--- src/rtl/music_pkg.sv ---
// Shared sequencer definitions: FSM state encodings and default field widths.
package music_pkg;
    localparam int SONG_W = 2;
    localparam int NOTE_W = 6;
    localparam int DUR_W  = 6;

    typedef enum logic [2:0] {
        SEQ_FETCH = 3'd0,
        SEQ_ISSUE = 3'd1,
        SEQ_WAIT  = 3'd2,
        SEQ_NEXT  = 3'd3,
        SEQ_DONE  = 3'd4,
        SEQ_HOLD  = 3'd5
    } seq_state_t;
endpackage

--- src/rtl/seq_index_ctr.sv ---
// Note index counter for the song sequencer, plus the flop primitives it is built on.
module dffr #(
    parameter int W = 1
) (
    input  logic         i_clk,
    input  logic         i_rst_n,
    input  logic [W-1:0] i_d,
    output logic [W-1:0] o_q
);
    always_ff @(posedge i_clk or negedge i_rst_n) begin
        if (!i_rst_n) o_q <= '0;
        else          o_q <= i_d;
    end
endmodule

module dffre #(
    parameter int W = 1
) (
    input  logic         i_clk,
    input  logic         i_rst_n,
    input  logic         i_en,
    input  logic [W-1:0] i_d,
    output logic [W-1:0] o_q
);
    always_ff @(posedge i_clk or negedge i_rst_n) begin
        if (!i_rst_n)  o_q <= '0;
        else if (i_en) o_q <= i_d;
    end
endmodule

module seq_index_ctr #(
    parameter int IDX_W = 5,
    parameter int SKIP  = 4
) (
    input  logic             i_clk,
    input  logic             i_rst_n,
    input  logic             i_clr,
    input  logic             i_inc,
    input  logic             i_rew,
    input  logic             i_ff,
    output logic [IDX_W-1:0] o_idx,
    output logic             o_ff_ovf
);
    localparam logic [IDX_W:0]   LAST_X = {1'b0, {IDX_W{1'b1}}};
    localparam logic [IDX_W:0]   SKIP_X = (IDX_W+1)'(SKIP);
    localparam logic [IDX_W-1:0] SKIP_I = IDX_W'(SKIP);

    logic [IDX_W:0]   w_sum;
    logic [IDX_W-1:0] w_idx_next;
    logic             w_en;

    // Forward jump is evaluated one bit wider so running past the end never wraps.
    assign w_sum    = {1'b0, o_idx} + SKIP_X;
    assign o_ff_ovf = (w_sum > LAST_X);
    assign w_en     = i_clr | i_rew | i_ff | i_inc;

    always_comb begin
        w_idx_next = o_idx;
        if (i_clr)
            w_idx_next = '0;
        else if (i_rew)
            w_idx_next = ({1'b0, o_idx} < SKIP_X) ? '0 : o_idx - SKIP_I;
        else if (i_ff)
            w_idx_next = w_sum[IDX_W-1:0];
        else if (i_inc)
            w_idx_next = o_idx + 1'b1;
    end

    dffre #(.W(IDX_W)) u_idx (
        .i_clk   (i_clk),
        .i_rst_n (i_rst_n),
        .i_en    (w_en),
        .i_d     (w_idx_next),
        .o_q     (o_idx)
    );
endmodule

--- src/rtl/song_sequencer.sv ---
// Walks the selected song in the note ROM and hands notes to the player.
// Build option END_MARKER_EN: an all-zero ROM word ends the song instead of playing.
module song_sequencer #(
    parameter int SONG_W = music_pkg::SONG_W,
    parameter int IDX_W  = 5,
    parameter int NOTE_W = music_pkg::NOTE_W,
    parameter int DUR_W  = music_pkg::DUR_W,
    parameter int SKIP   = 4
) (
    input  logic                    i_clk,
    input  logic                    i_rst_n,
    input  logic                    i_play,
    input  logic                    i_rewind,
    input  logic                    i_ff,
    input  logic                    i_reset_player,
    input  logic [SONG_W-1:0]       i_song,
    output logic [SONG_W+IDX_W-1:0] o_rom_addr,
    input  logic [NOTE_W+DUR_W-1:0] i_rom_data,
    output logic [NOTE_W-1:0]       o_note,
    output logic [DUR_W-1:0]        o_duration,
    output logic                    o_new_note,
    input  logic                    i_note_done,
    output logic                    o_song_done
);
    import music_pkg::*;

    localparam logic [IDX_W-1:0] LAST = '1;

    logic [2:0]              w_state_bits;
    seq_state_t              w_state;
    seq_state_t              w_state_next;
    logic [IDX_W-1:0]        w_idx;
    logic                    w_ff_ovf;
    logic                    w_idx_clr;
    logic                    w_idx_inc;
    logic                    w_idx_rew;
    logic                    w_idx_ff;
    logic                    w_new_note;
    logic                    w_is_end;
    logic [NOTE_W+DUR_W-1:0] w_held;

`ifdef END_MARKER_EN
    assign w_is_end = (i_rom_data == '0);
`else
    assign w_is_end = 1'b0;
`endif

    dffr #(.W(3)) u_state (
        .i_clk   (i_clk),
        .i_rst_n (i_rst_n),
        .i_d     (w_state_next),
        .o_q     (w_state_bits)
    );
    assign w_state = seq_state_t'(w_state_bits);

    seq_index_ctr #(.IDX_W(IDX_W), .SKIP(SKIP)) u_idx (
        .i_clk    (i_clk),
        .i_rst_n  (i_rst_n),
        .i_clr    (w_idx_clr),
        .i_inc    (w_idx_inc),
        .i_rew    (w_idx_rew),
        .i_ff     (w_idx_ff),
        .o_idx    (w_idx),
        .o_ff_ovf (w_ff_ovf)
    );

    // Transport controls override the note walk; a jump aborts whatever is playing.
    always_comb begin
        w_state_next = w_state;
        w_idx_clr    = 1'b0;
        w_idx_inc    = 1'b0;
        w_idx_rew    = 1'b0;
        w_idx_ff     = 1'b0;
        w_new_note   = 1'b0;
        if (i_reset_player) begin
            w_idx_clr    = 1'b1;
            w_state_next = SEQ_FETCH;
        end else if (i_rewind && (w_state != SEQ_HOLD)) begin
            w_idx_rew    = 1'b1;
            w_state_next = SEQ_FETCH;
        end else if (i_ff && (w_state != SEQ_HOLD)) begin
            if (w_ff_ovf) begin
                w_state_next = SEQ_DONE;
            end else begin
                w_idx_ff     = 1'b1;
                w_state_next = SEQ_FETCH;
            end
        end else begin
            case (w_state)
                SEQ_FETCH: if (i_play) w_state_next = SEQ_ISSUE;
                SEQ_ISSUE: begin
                    if (w_is_end) begin
                        w_state_next = SEQ_DONE;
                    end else begin
                        w_new_note   = 1'b1;
                        w_state_next = SEQ_WAIT;
                    end
                end
                SEQ_WAIT:  if (i_note_done) w_state_next = SEQ_NEXT;
                SEQ_NEXT: begin
                    if (w_idx == LAST) begin
                        w_state_next = SEQ_DONE;
                    end else begin
                        w_idx_inc    = 1'b1;
                        w_state_next = SEQ_FETCH;
                    end
                end
                SEQ_DONE:  w_state_next = SEQ_HOLD;
                SEQ_HOLD:  w_state_next = SEQ_HOLD;
                default:   w_state_next = SEQ_FETCH;
            endcase
        end
    end

    // The ROM word is forwarded during the strobe and held afterwards.
    dffre #(.W(NOTE_W+DUR_W)) u_note (
        .i_clk   (i_clk),
        .i_rst_n (i_rst_n),
        .i_en    (w_new_note),
        .i_d     (i_rom_data),
        .o_q     (w_held)
    );

    assign {o_note, o_duration} = w_new_note ? i_rom_data : w_held;
    assign o_new_note  = w_new_note;
    assign o_song_done = (w_state == SEQ_DONE);
    assign o_rom_addr  = {i_song, w_idx};
endmodule
--- config.mk ---
export PLATFORM = sky130hd
export DESIGN_NAME = song_sequencer
export DESIGN_NICKNAME = d
export VERILOG_FILES = /design/src/rtl/music_pkg.sv /design/src/rtl/seq_index_ctr.sv /design/src/rtl/song_sequencer.sv
export SDC_FILE = /design/constraint.sdc
export NUM_CORES = 1
export LEC_CHECK = 0
export BUFFER_PORTS_ARGS = -buffer_cell sky130_fd_sc_hd__buf_4
export CAP_MARGIN = 30
export CORE_UTILIZATION = 51
export DETAILED_ROUTE_END_ITERATION = 8
export PLACE_DENSITY_LB_ADDON = 0.2
export SLEW_MARGIN = 20
export SYNTH_ARGS = -nofsm -noshare
export SYNTH_HDL_FRONTEND = slang
export SYNTH_HIERARCHICAL = 1
export SYNTH_SLANG_ARGS = --single-unit
--- constraint.sdc ---
create_clock -name i_clk -period 2.7 [get_ports i_clk]
set_input_delay 0.135 -clock i_clk [delete_from_list [all_inputs] [get_ports i_clk]]
set_output_delay 0.135 -clock i_clk [all_outputs]
set_load 0.1 [all_outputs]
==> results of run 1 <==
-- power by group through the flow --
stage               Sequential, mW  Combinational, mW  Clock [mW]
floorplan                    0.405              0.349           0
global placement             0.364              0.475           0
detailed placement           0.367              0.479           0
CTS                          0.362              0.482       0.151
global route                 0.367              0.502       0.163
finish                       0.363              0.481       0.146
-- final timing paths --
check / cells after the start / end / slack [ps]
max: 10 / u_idx/u_idx/o_q[2] / 180
max reg2reg: 10 / u_idx/u_idx/o_q[2] / 180
min in group asynchronous: 2 / u_state/o_q[2] / 250
min: 2 / u_note/o_q[0] / 70
min reg2reg: 1 / u_note/o_q[0] / 530
max in group asynchronous: 2 / u_idx/u_idx/o_q[0] / 2230
-- Yosys cell counts (all sizes together) --
| library cell | count | area (µm²) |
|---|---|---|
| nor3b | 1 | 12.5 |
| a21oi | 2 | 10.0 |
| a211o | 1 | 8.76 |
| a221oi | 1 | 15.0 |
| nand3b | 2 | 15.0 |
| mux2 | 29 | 398 |
| nor3 | 2 | 10.0 |
| a211oi | 2 | 15.0 |
| and4 | 1 | 8.76 |
| o22ai | 1 | 6.26 |
| a31oi | 2 | 12.5 |
| nand2b | 5 | 38.8 |
| xnor2 | 4 | 35.0 |
| nand4 | 2 | 12.5 |
| inv | 5 | 18.8 |
| o41ai | 1 | 8.76 |
| nor2b | 1 | 6.26 |
| o2bb2ai | 1 | 8.76 |
| o21bai | 1 | 7.51 |
| o21ai | 1 | 5.00 |
| a311oi | 1 | 8.76 |
| ha | 5 | 62.6 |
| dfrtp | 20 | 500 |
| nand2 | 4 | 17.5 |
| or2 | 3 | 18.8 |
| mux2i | 1 | 10.0 |
| nor4b | 1 | 8.76 |
| or4 | 1 | 7.51 |
| buf | 6 | 60.1 |
| nor2 | 7 | 26.3 |
| nor4 | 2 | 27.5 |
| and3b | 1 | 8.76 |
| nand3 | 1 | 5.00 |
-- state kept, by name, summed over array words and instances (netlist names) --
name	flops
u_idx/u_idx/o_q	5
u_note/o_q	12
u_state/o_q	3
-- final cells by class --
type | count | area, µm²
tap | 30 | 37.5
inverter | 5 | 18.8
sequential | 20 | 505
multi-input combinational | 87 | 842
fill | 195 | 797
clock buffer | 4 | 26.3
timing repair buffer | 42 | 318
-- critical path, delay by kind of cell (launching register included) --
kind / cells / cell delay, ps
AOI/OAI and AO/OA: 2 / 240
DFF: 1 / 470
adders and majority gates: 1 / 160
muxes: 1 / 320
buffers and inverters: 2 / 300
and+or+nand+nor: 4 / 910
-- layer usage --
layer | global-route usage (%) | vias to the layer above
met5 | 0 | -
met3 | 4.17 | 2
met4 | 5.56 | 0
met2 | 31.1 | 31
li1 | - | 507
met1 | 28.1 | 514
-- placed cells by master (no fill, tap or decap), types with 2 or more instances in the layout --
cell type	instances
dfrtp_1	16
dfrtp_2	4
ha_1	5
a211oi_1	2
inv_1	5
buf_4	41
or2_2	2
mux2_2	10
nand3b_1	2
xnor2_1	4
mux2_4	19
a31oi_1	2
clkbuf_4	3
nand2b_1	4
nand4_1	2
nand2_1	3
nor2_1	7
a21oi_1	2
nor3_1	2
-- stage by stage --
step	power (mW)	cells	hold WS, ps	util [%]	area, µm²
global route	1.03	188	61.2	68.7	1750
CTS	0.994	188	65.6	68.7	1750
floorplan	0.754	118	-161	-	1430
finish	0.989	188	74.8	68.7	1750
global placement	0.839	183	24.2	67.3	1710
detailed placement	0.847	183	24.3	67.3	1710
-- kinds of logic after synthesis --
| family | after synthesis | synth area share (%) |
|---|---|---|
| AOI/OAI and AO/OA | 14 | 7.52 |
| DFF | 20 | 35.4 |
| buffers and inverters | 11 | 5.57 |
| muxes | 30 | 28.8 |
| xor gates and xnor gates | 4 | 2.48 |
| adders and majority gates | 5 | 4.42 |
| and+or+nand+nor | 34 | 15.8 |
-- repair_timing --
action / CTS / global route
resized for setup: 0 / 0
buffers inserted: 0 / 0
hold endpoints to repair: 20 / 0
hold buffers: 1 / 0
==> summary.md, run 1 <==
| Metric | Value |
|---|---|
| Die Y-Extent | `54.7 µm` |
| CP max stage cell | `or4_1` |
| Worst Tran Pin Value | `between 600 and 700 ps` |
| Vias in the first global route | `roughly 950` |
| First-pass GRT wire length | `4.31 mm` |
| Number of DRC markers in iteration 0 | `16` |
| RSZ-0062 raised after global routing | `false` |
| Unique masters post-synth | `39` |
| Met3 routed WL | `~170 µm` |
| Worst Path Max Fanout | `8` |
| IO Pins | `42` |
| Total congestion overflow | `0` |
| CP startpoint | `u_idx/u_idx/o_q[2]` |
| Final Cycle Share | `~93%` |
| Clk buf depth | `2` |
| Die Area | `roughly 3000 µm²` |
| Switching share of power | `44.9%` |
| CTS tree | `built` |
| Synthesized instance count | `about 120` |
| Clock power share | `~15%` |
| Root Buffer | `clkbuf_4` |
| DR DRC count | `0` |
| Critical path capture point type | `flop` |
| 1st-pass router iterations | `4` |
| Row cnt | `18` |
| Largest net degree at the start of global routing | `21` |
| Status | `completed` |
| Max Freq | `between 0.3 and 0.4 GHz` |
| Slew headroom | `55.3%` |
| Met1 Wirelength | `1.29 mm` |
| Initial Util | `55.6%` |
| Pwr per Cell Area | `about 570 nW/µm²` |
| Met2 wire length | `between 1 and 1.5 mm` |
| Htree depth | `1` |
| Worst-path cell chain | `inv_1 -> ha_1 -> nand3b_1 -> o22ai_1 -> o2bb2ai_1 -> nand2b_1 -> nor4_2 -> buf_4 -> or4_1 -> mux2_2` |
| Die width | `~55 µm` |
| CORE AREA | `2540 µm²` |
| Netlist Area Pre-Place | `about 1400 µm²` |
| Vias | `between 1000 and 1500` |
| Total global-route track usage | `roughly a fifth` |
| Hold path startpoint | `i_rom_data[0]` |
| Setup ws final | `about 180 ps` |
| Seq cells post-synth | `20` |
| Total wire length | `about 2.9 mm` |
| Uppermost layer routed | `met4` |
| Endpoints failing hold | `0` |
| Setup Skew | `4.44 ps` |
| Dpl ws | `190 ps` |
| Final-stage net count | `between 150 and 200` |
| Critical Path Max Stage Delay | `620 ps` |
| Maximum vdd drop | `about 460 µV` |
| Latest clock arrival within the worst-skew pair | `about 290 ps` |
| Clock Pin Slew Worst Setup and Hold Paths | `about 110 ps` |
| Setup TNS | `0 ps` |
| Clock buffer count from CTS | `3` |
| Yosys warns | `6` |
| Avg Cell Area, Syn | `about 12 µm²` |
| Worst hold path class | `in2reg` |
| Seq/Total Area, Yosys | `between 30% and 40%` |
| Combinational group share of total power | `between 40% and 50%` |
| Cell-internal power | `0.545 mW` |
| DP HPWL | `between 2 and 2.5 mm` |
| Antenna Violating Nets Remaining | `0` |
| Average wire per standard cell | `15.3 µm` |
| Max-cap viol count | `0` |
| Leak | `around 0.86 nW` |
| Port bufs | `37` |
| Layout cells sized above 1 | `a little over half` |
| Req. time, crit path | `between 2000 and 3000 ps` |
| WP data arrival | `approximately 2700 ps` |
| Synth-to-Final Area Change | `23.5%` |
| Setup violators final | `0` |
| Synthesized Nets | `roughly 140` |
| Flop pwr share | `a little under two fifths` |
| Crit Reg-Reg Startpoint | `u_idx/u_idx/o_q[2]` |
| Global placer's final weighted congestion | `~0.85` |
| Initial antenna violation count | `0` |
| Via/cell ratio | `between 5 and 6` |
| Switching power | `around 0.44 mW` |
| Antenna Cells | `0` |
| CTS sink count | `20` |
| Final Critical Period | `2520 ps` |
| Crit path kind | `reg2reg` |
| Crit path launch type | `flop` |
| Final Slew Violations | `0` |
Power figures use the tool's default switching activity.
==> run 2: changes to the inputs <==
- GPL_ROUTABILITY_DRIVEN: unset -> 0
- RECOVER_POWER: unset -> 50
==> summary.md, run 2 (synthesized netlist as in run 1, its figures left out) <==
| Metric | Value |
|---|---|
| Status | `completed` |
| Port bufs | `37` |
| Number of flip-flops in the largest register | `12` |
| First-pass GRT wire length | `about 4.3 mm` |
| Critical path capture point type | `flop` |
| Row cnt | `18` |
| Vias | `roughly 1100` |
| Number of DRC markers in iteration 0 | `23` |
| CTS tree | `built` |
| Clk buf depth | `2` |
| Latest clock arrival within the worst-skew pair | `approximately 290 ps` |
| Crit path kind | `reg2reg` |
| Worst hold path class | `in2reg` |
| Most common cell after layout, fill and taps aside | `buf_4` |
| Endpoints failing hold | `0` |
| Die Y-Extent | `54.7 µm` |
| Via/cell ratio | `roughly 5.6` |
| IO Pins | `42` |
| Total global-route track usage | `20.1%` |
| CORE AREA | `2540 µm²` |
| Total congestion overflow | `0` |
| Final-stage net count | `185` |
| WP data arrival | `about 2700 ps` |
| CTS sink count | `20` |
| Synth-to-Final Area Change | `21.7%` |
| Pwr per Cell Area | `between 500 and 600 nW/µm²` |
| Max-cap viol count | `0` |
| Htree depth | `1` |
| Vias in the first global route | `952` |
| Hold path startpoint | `i_rom_data[0]` |
| 1st-pass router iterations | `4` |
| Initial Util | `a little under three fifths` |
| Antenna Violating Nets Remaining | `0` |
| Hold WS | `about 73 ps` |
| Worst Tran Pin Value | `approximately 1200 ps` |
| Most frequent cells in the layout | `34 x buf_4, 19 x mux2_4, 16 x dfrtp_1, 10 x mux2_2, 8 x clkbuf_1` |
| Maximum vdd drop | `between 400 and 500 µV` |
| Setup violators final | `0` |
| Final Critical Period | `roughly 2500 ps` |
| CP startpoint | `u_idx/u_idx/o_q[2]` |
| Post-Route Utilization | `about two thirds` |
| Setup Skew | `about 5.3 ps` |
| Setup TNS | `0 ps` |
| Total wire length | `about 2.9 mm` |
| Clock buffer count from CTS | `3` |
| Post-CTS Setup Bufs | `0` |
| Regs by FF count | `u_note/o_q (12), u_idx/u_idx/o_q (5), u_state/o_q (3)` |
| Largest reg by FF count | `u_note/o_q` |
| Worst Path Max Fanout | `8` |
| Die Area | `~3000 µm²` |
| Largest net degree at the start of global routing | `21` |
| Req. time, crit path | `a little under 3000 ps` |
| DP HPWL | `2.18 mm` |
| Crit Reg-Reg Startpoint | `u_idx/u_idx/o_q[2]` |
| Max Freq | `around 0.40 GHz` |
| RSZ-0062 raised after global routing | `false` |
| Post_cts resized | `0` |
| Die width | `54.7 µm` |
| DR DRC count | `0` |
| Antenna Cells | `0` |
| Leak | `approximately 0.83 nW` |
| Final Cycle Share | `a little over nine tenths` |
| Final Slew Violations | `0` |
| Root Buffer | `clkbuf_4` |
| Layout cells sized above 1 | `about 49%` |
| Clock Pin Slew Worst Setup and Hold Paths | `approximately 110 ps` |
| Slew headroom | `approximately 22%` |
| Average wire per standard cell | `15.3 µm` |
| Crit path launch type | `flop` |
| Initial antenna violation count | `0` |
## run 2: cell count changes in the layout (fill, tap and decap cells not counted), sizes merged
cell	delta
clkbuf	+7
buf	-7
## run 2: critical path, cell delays in order, from the launching register on
cell       delay [ps]
dfrtp_2           470
inv_1             150
ha_1              160
nand3b_1          100
o22ai_1           120
o2bb2ai_1         120
nand2b_1          150
nor4_2             40
buf_4             150
or4_1             630
mux2_2            330
## run 2: metrics by stage
step	power (mW)	cell area (µm²)	setup WS [ps]	instances
5_1_grt	1.02	1720	56.3	188
3_5_place_dp	0.847	1710	190	183
3_3_place_gp	0.839	1710	258	183
4_1_cts	0.994	1750	170	188
2_1_floorplan	0.754	1430	31.3	118
6_report	0.983	1720	171	188
## run 2: final cells by class
cell class	instances	area (µm²)
multi-input cells	87	842
fillers	197	823
flip-flops and latches	20	505
repair buffers	42	292
well taps	30	37.5
clock buffers	4	26.3
inverters	5	18.8
## run 2: timing repair
action                                  4_1_cts  5_1_grt
endpoints found under the setup margin        0        0
hold buffers                                  1        0
hold endpoints to repair                     20        0
## run 2: path summary, 6_finish.rpt
kind | endpoint | slack (ps) | depth (start not counted)
max | u_idx/u_idx/o_q[2] | 170 | 10
min | u_note/o_q[0] | 70 | 2
max reg2reg | u_idx/u_idx/o_q[2] | 170 | 10
min reg2reg | u_note/o_q[0] | 530 | 1
max in group asynchronous | u_idx/u_idx/o_q[0] | 1460 | 2
min in group asynchronous | u_state/o_q[2] | 540 | 2
## run 2: metal layers
layer | vias up | share of wire [%] | track usage, %
met5 | - | 0 | 0
met4 | 0 | 0.52 | 5.56
met3 | 2 | 3.8 | 4.17
met2 | 24 | 49 | 31.1
met1 | 516 | 47 | 28.1
li1 | 509 | - | -
## run 2: report_power, final
group,internal [mW],switching [mW],leakage (nW)
Combinational,0.148,0.327,0.556
Sequential,0.333,0.0294,0.263
Clock,0.0574,0.0890,0.0150
Total,0.538,0.445,0.835
==> run 3: changes to the inputs <==
- CORE_MARGIN: unset -> 2
==> summary.md, run 3 (synthesized netlist as in run 1, its figures left out) <==
| Metric | Value |
|---|---|
| Status | `completed` |
| Max-cap viol count | `0` |
| Fillers | `between 200 and 250` |
| Clk buf depth | `2` |
| Maximum vdd drop | `~500 µV` |
| Total global-route track usage | `18.0%` |
| Footprint of the multi-input gates | `between 800 and 900 µm²` |
| WP data arrival | `about 2700 ps` |
| Regs by FF count | `u_note/o_q (12), u_idx/u_idx/o_q (5), u_state/o_q (3)` |
| Worst Path Max Fanout | `8` |
| Cell-internal power | `0.538 mW` |
| Htree depth | `1` |
| Leak | `roughly 0.84 nW` |
| Die width | `56.7 µm` |
| Req. time, crit path | `between 2000 and 3000 ps` |
| Antenna Cells | `0` |
| Pwr per Cell Area | `roughly 560 nW/µm²` |
| Worst hold path class | `in2reg` |
| Switching power | `between 0.4 and 0.5 mW` |
| Clock Pin Slew Worst Setup and Hold Paths | `~100 ps` |
| CORE AREA | `roughly 2700 µm²` |
| IO Pins | `42` |
| Via/cell ratio | `5.38` |
| Setup violators final | `0` |
| CTS tree | `built` |
| Port bufs | `37` |
| Die Area | `around 3200 µm²` |
| Largest reg by FF count | `u_note/o_q` |
| Reg area | `between 500 and 600 µm²` |
| Post_cts resized | `0` |
| Root Buffer | `clkbuf_4` |
| Flop pwr share | `~37%` |
| Setup Skew | `between 0.7 and 0.8 ps` |
| Crit path launch type | `flop` |
| Total power | `around 1 mW` |
| Endpoints failing hold | `0` |
| R2R depth | `10` |
| Critical path capture point type | `flop` |
| 1st-pass router iterations | `3` |
| Average wire per standard cell | `roughly 14 µm` |
| Switching share of power | `44.8%` |
| Number of DRC markers in iteration 0 | `17` |
| DR DRC count | `0` |
| Final-stage net count | `around 190` |
| Vias | `1023` |
| Vias in the first global route | `approximately 1000` |
| Final Cycle Share | `around 94%` |
| Post-Route Utilization | `about 65%` |
| DP Area | `~1700 µm²` |
| Setup TNS | `0 ps` |
| CTS Hold Bufs | `1` |
| Layout cells sized above 1 | `50.3%` |
| Latest clock arrival within the worst-skew pair | `290 ps` |
| Final Critical Period | `between 2000 and 3000 ps` |
| Max Freq | `0.396 GHz` |
| Number of flip-flops in the largest register | `12` |
| Most frequent cells in the layout | `36 x buf_4, 19 x mux2_4, 16 x dfrtp_1, 10 x mux2_2` |
| WHS Path Cells | `2` |
| Total wire length | `between 2 and 3 mm` |
| Clock power share | `14.4%` |
| DP HPWL | `around 2.1 mm` |
| CTS sink count | `20` |
| Dpl ws | `slightly below 200 ps` |
| Setup ws final | `173 ps` |
| Initial Util | `between 50% and 60%` |
| Most common cell after layout, fill and taps aside | `buf_4` |
| Post-CTS Setup Bufs | `0` |
| First-pass GRT wire length | `approximately 4.7 mm` |
| Largest net degree at the start of global routing | `21` |
| Antenna Violating Nets Remaining | `0` |
| Total congestion overflow | `0` |
| Final Cell Area | `~1700 µm²` |
| Synth-to-Final Area Change | `22.5%` |
| Clock buffer count from CTS | `3` |
| Final Slew Violations | `0` |
| Row cnt | `19` |
| RSZ-0062 raised after global routing | `false` |
| Initial antenna violation count | `0` |
| Combinational group share of total power | `between 40% and 50%` |
| Crit path kind | `reg2reg` |
| Worst Tran Pin Value | `roughly 1200 ps` |
| Die Y-Extent | `about 57 µm` |
| Slew headroom | `between 20% and 30%` |
run 3: through the flow:
step,std cells,hold slack [ps]
final,190,75.4
after global routing,190,45.7
after CTS,190,64.0
after detailed placement,185,29.4
after global placement,185,27.3
after floorplan,118,-161
run 3: area by class of cell:
type,count,share of cell area (%)
Inverter,5,1.08
Tap cell,31,2.24
Sequential cell,20,29.1
Timing Repair Buffer,43,17.5
Clock buffer,4,1.52
Multi-Input combinational cell,87,48.6
run 3: worst max-delay path: stages (launching register included):
cell and delay [ps]:
dfrtp_2 470, inv_1 140, ha_1 160, nand3b_1 100, o22ai_1 120, o2bb2ai_1 120, nand2b_1 150, nor4_2 50
buf_4 150, or4_1 630, mux2_2 320
run 3: power by group through the flow:
stage          logic (mW)  clock network, mW  registers, mW
5_1_grt             0.491              0.166          0.367
4_1_cts             0.480              0.149          0.361
3_3_place_gp        0.474                  0          0.364
3_5_place_dp        0.478                  0          0.367
2_1_floorplan       0.349                  0          0.405
6_report            0.473              0.140          0.362
run 3: per-layer routing:
metal / vias up / global-route usage, % / part of all wire (%)
li1: 510 / - / -
met1: 492 / 23.9 / 44
met3: 2 / 5.53 / 4.9
met2: 19 / 29.7 / 50
met5: - / 0 / 0
met4: 0 / 2.04 / 0.47
run 3: worst paths after layout:
path	start	end	slack (ps)
setup / recovery	u_idx/u_idx/o_q[2]	u_idx/u_idx/o_q[3]	170
hold / removal	i_rom_data[5]	u_note/o_q[5]	80
setup reg to reg	u_idx/u_idx/o_q[2]	u_idx/u_idx/o_q[3]	170
hold reg to reg	u_state/o_q[2]	u_state/o_q[1]	510
max in group asynchronous	i_rst_n	u_idx/u_idx/o_q[2]	1460
min in group asynchronous	i_rst_n	u_state/o_q[0]	540
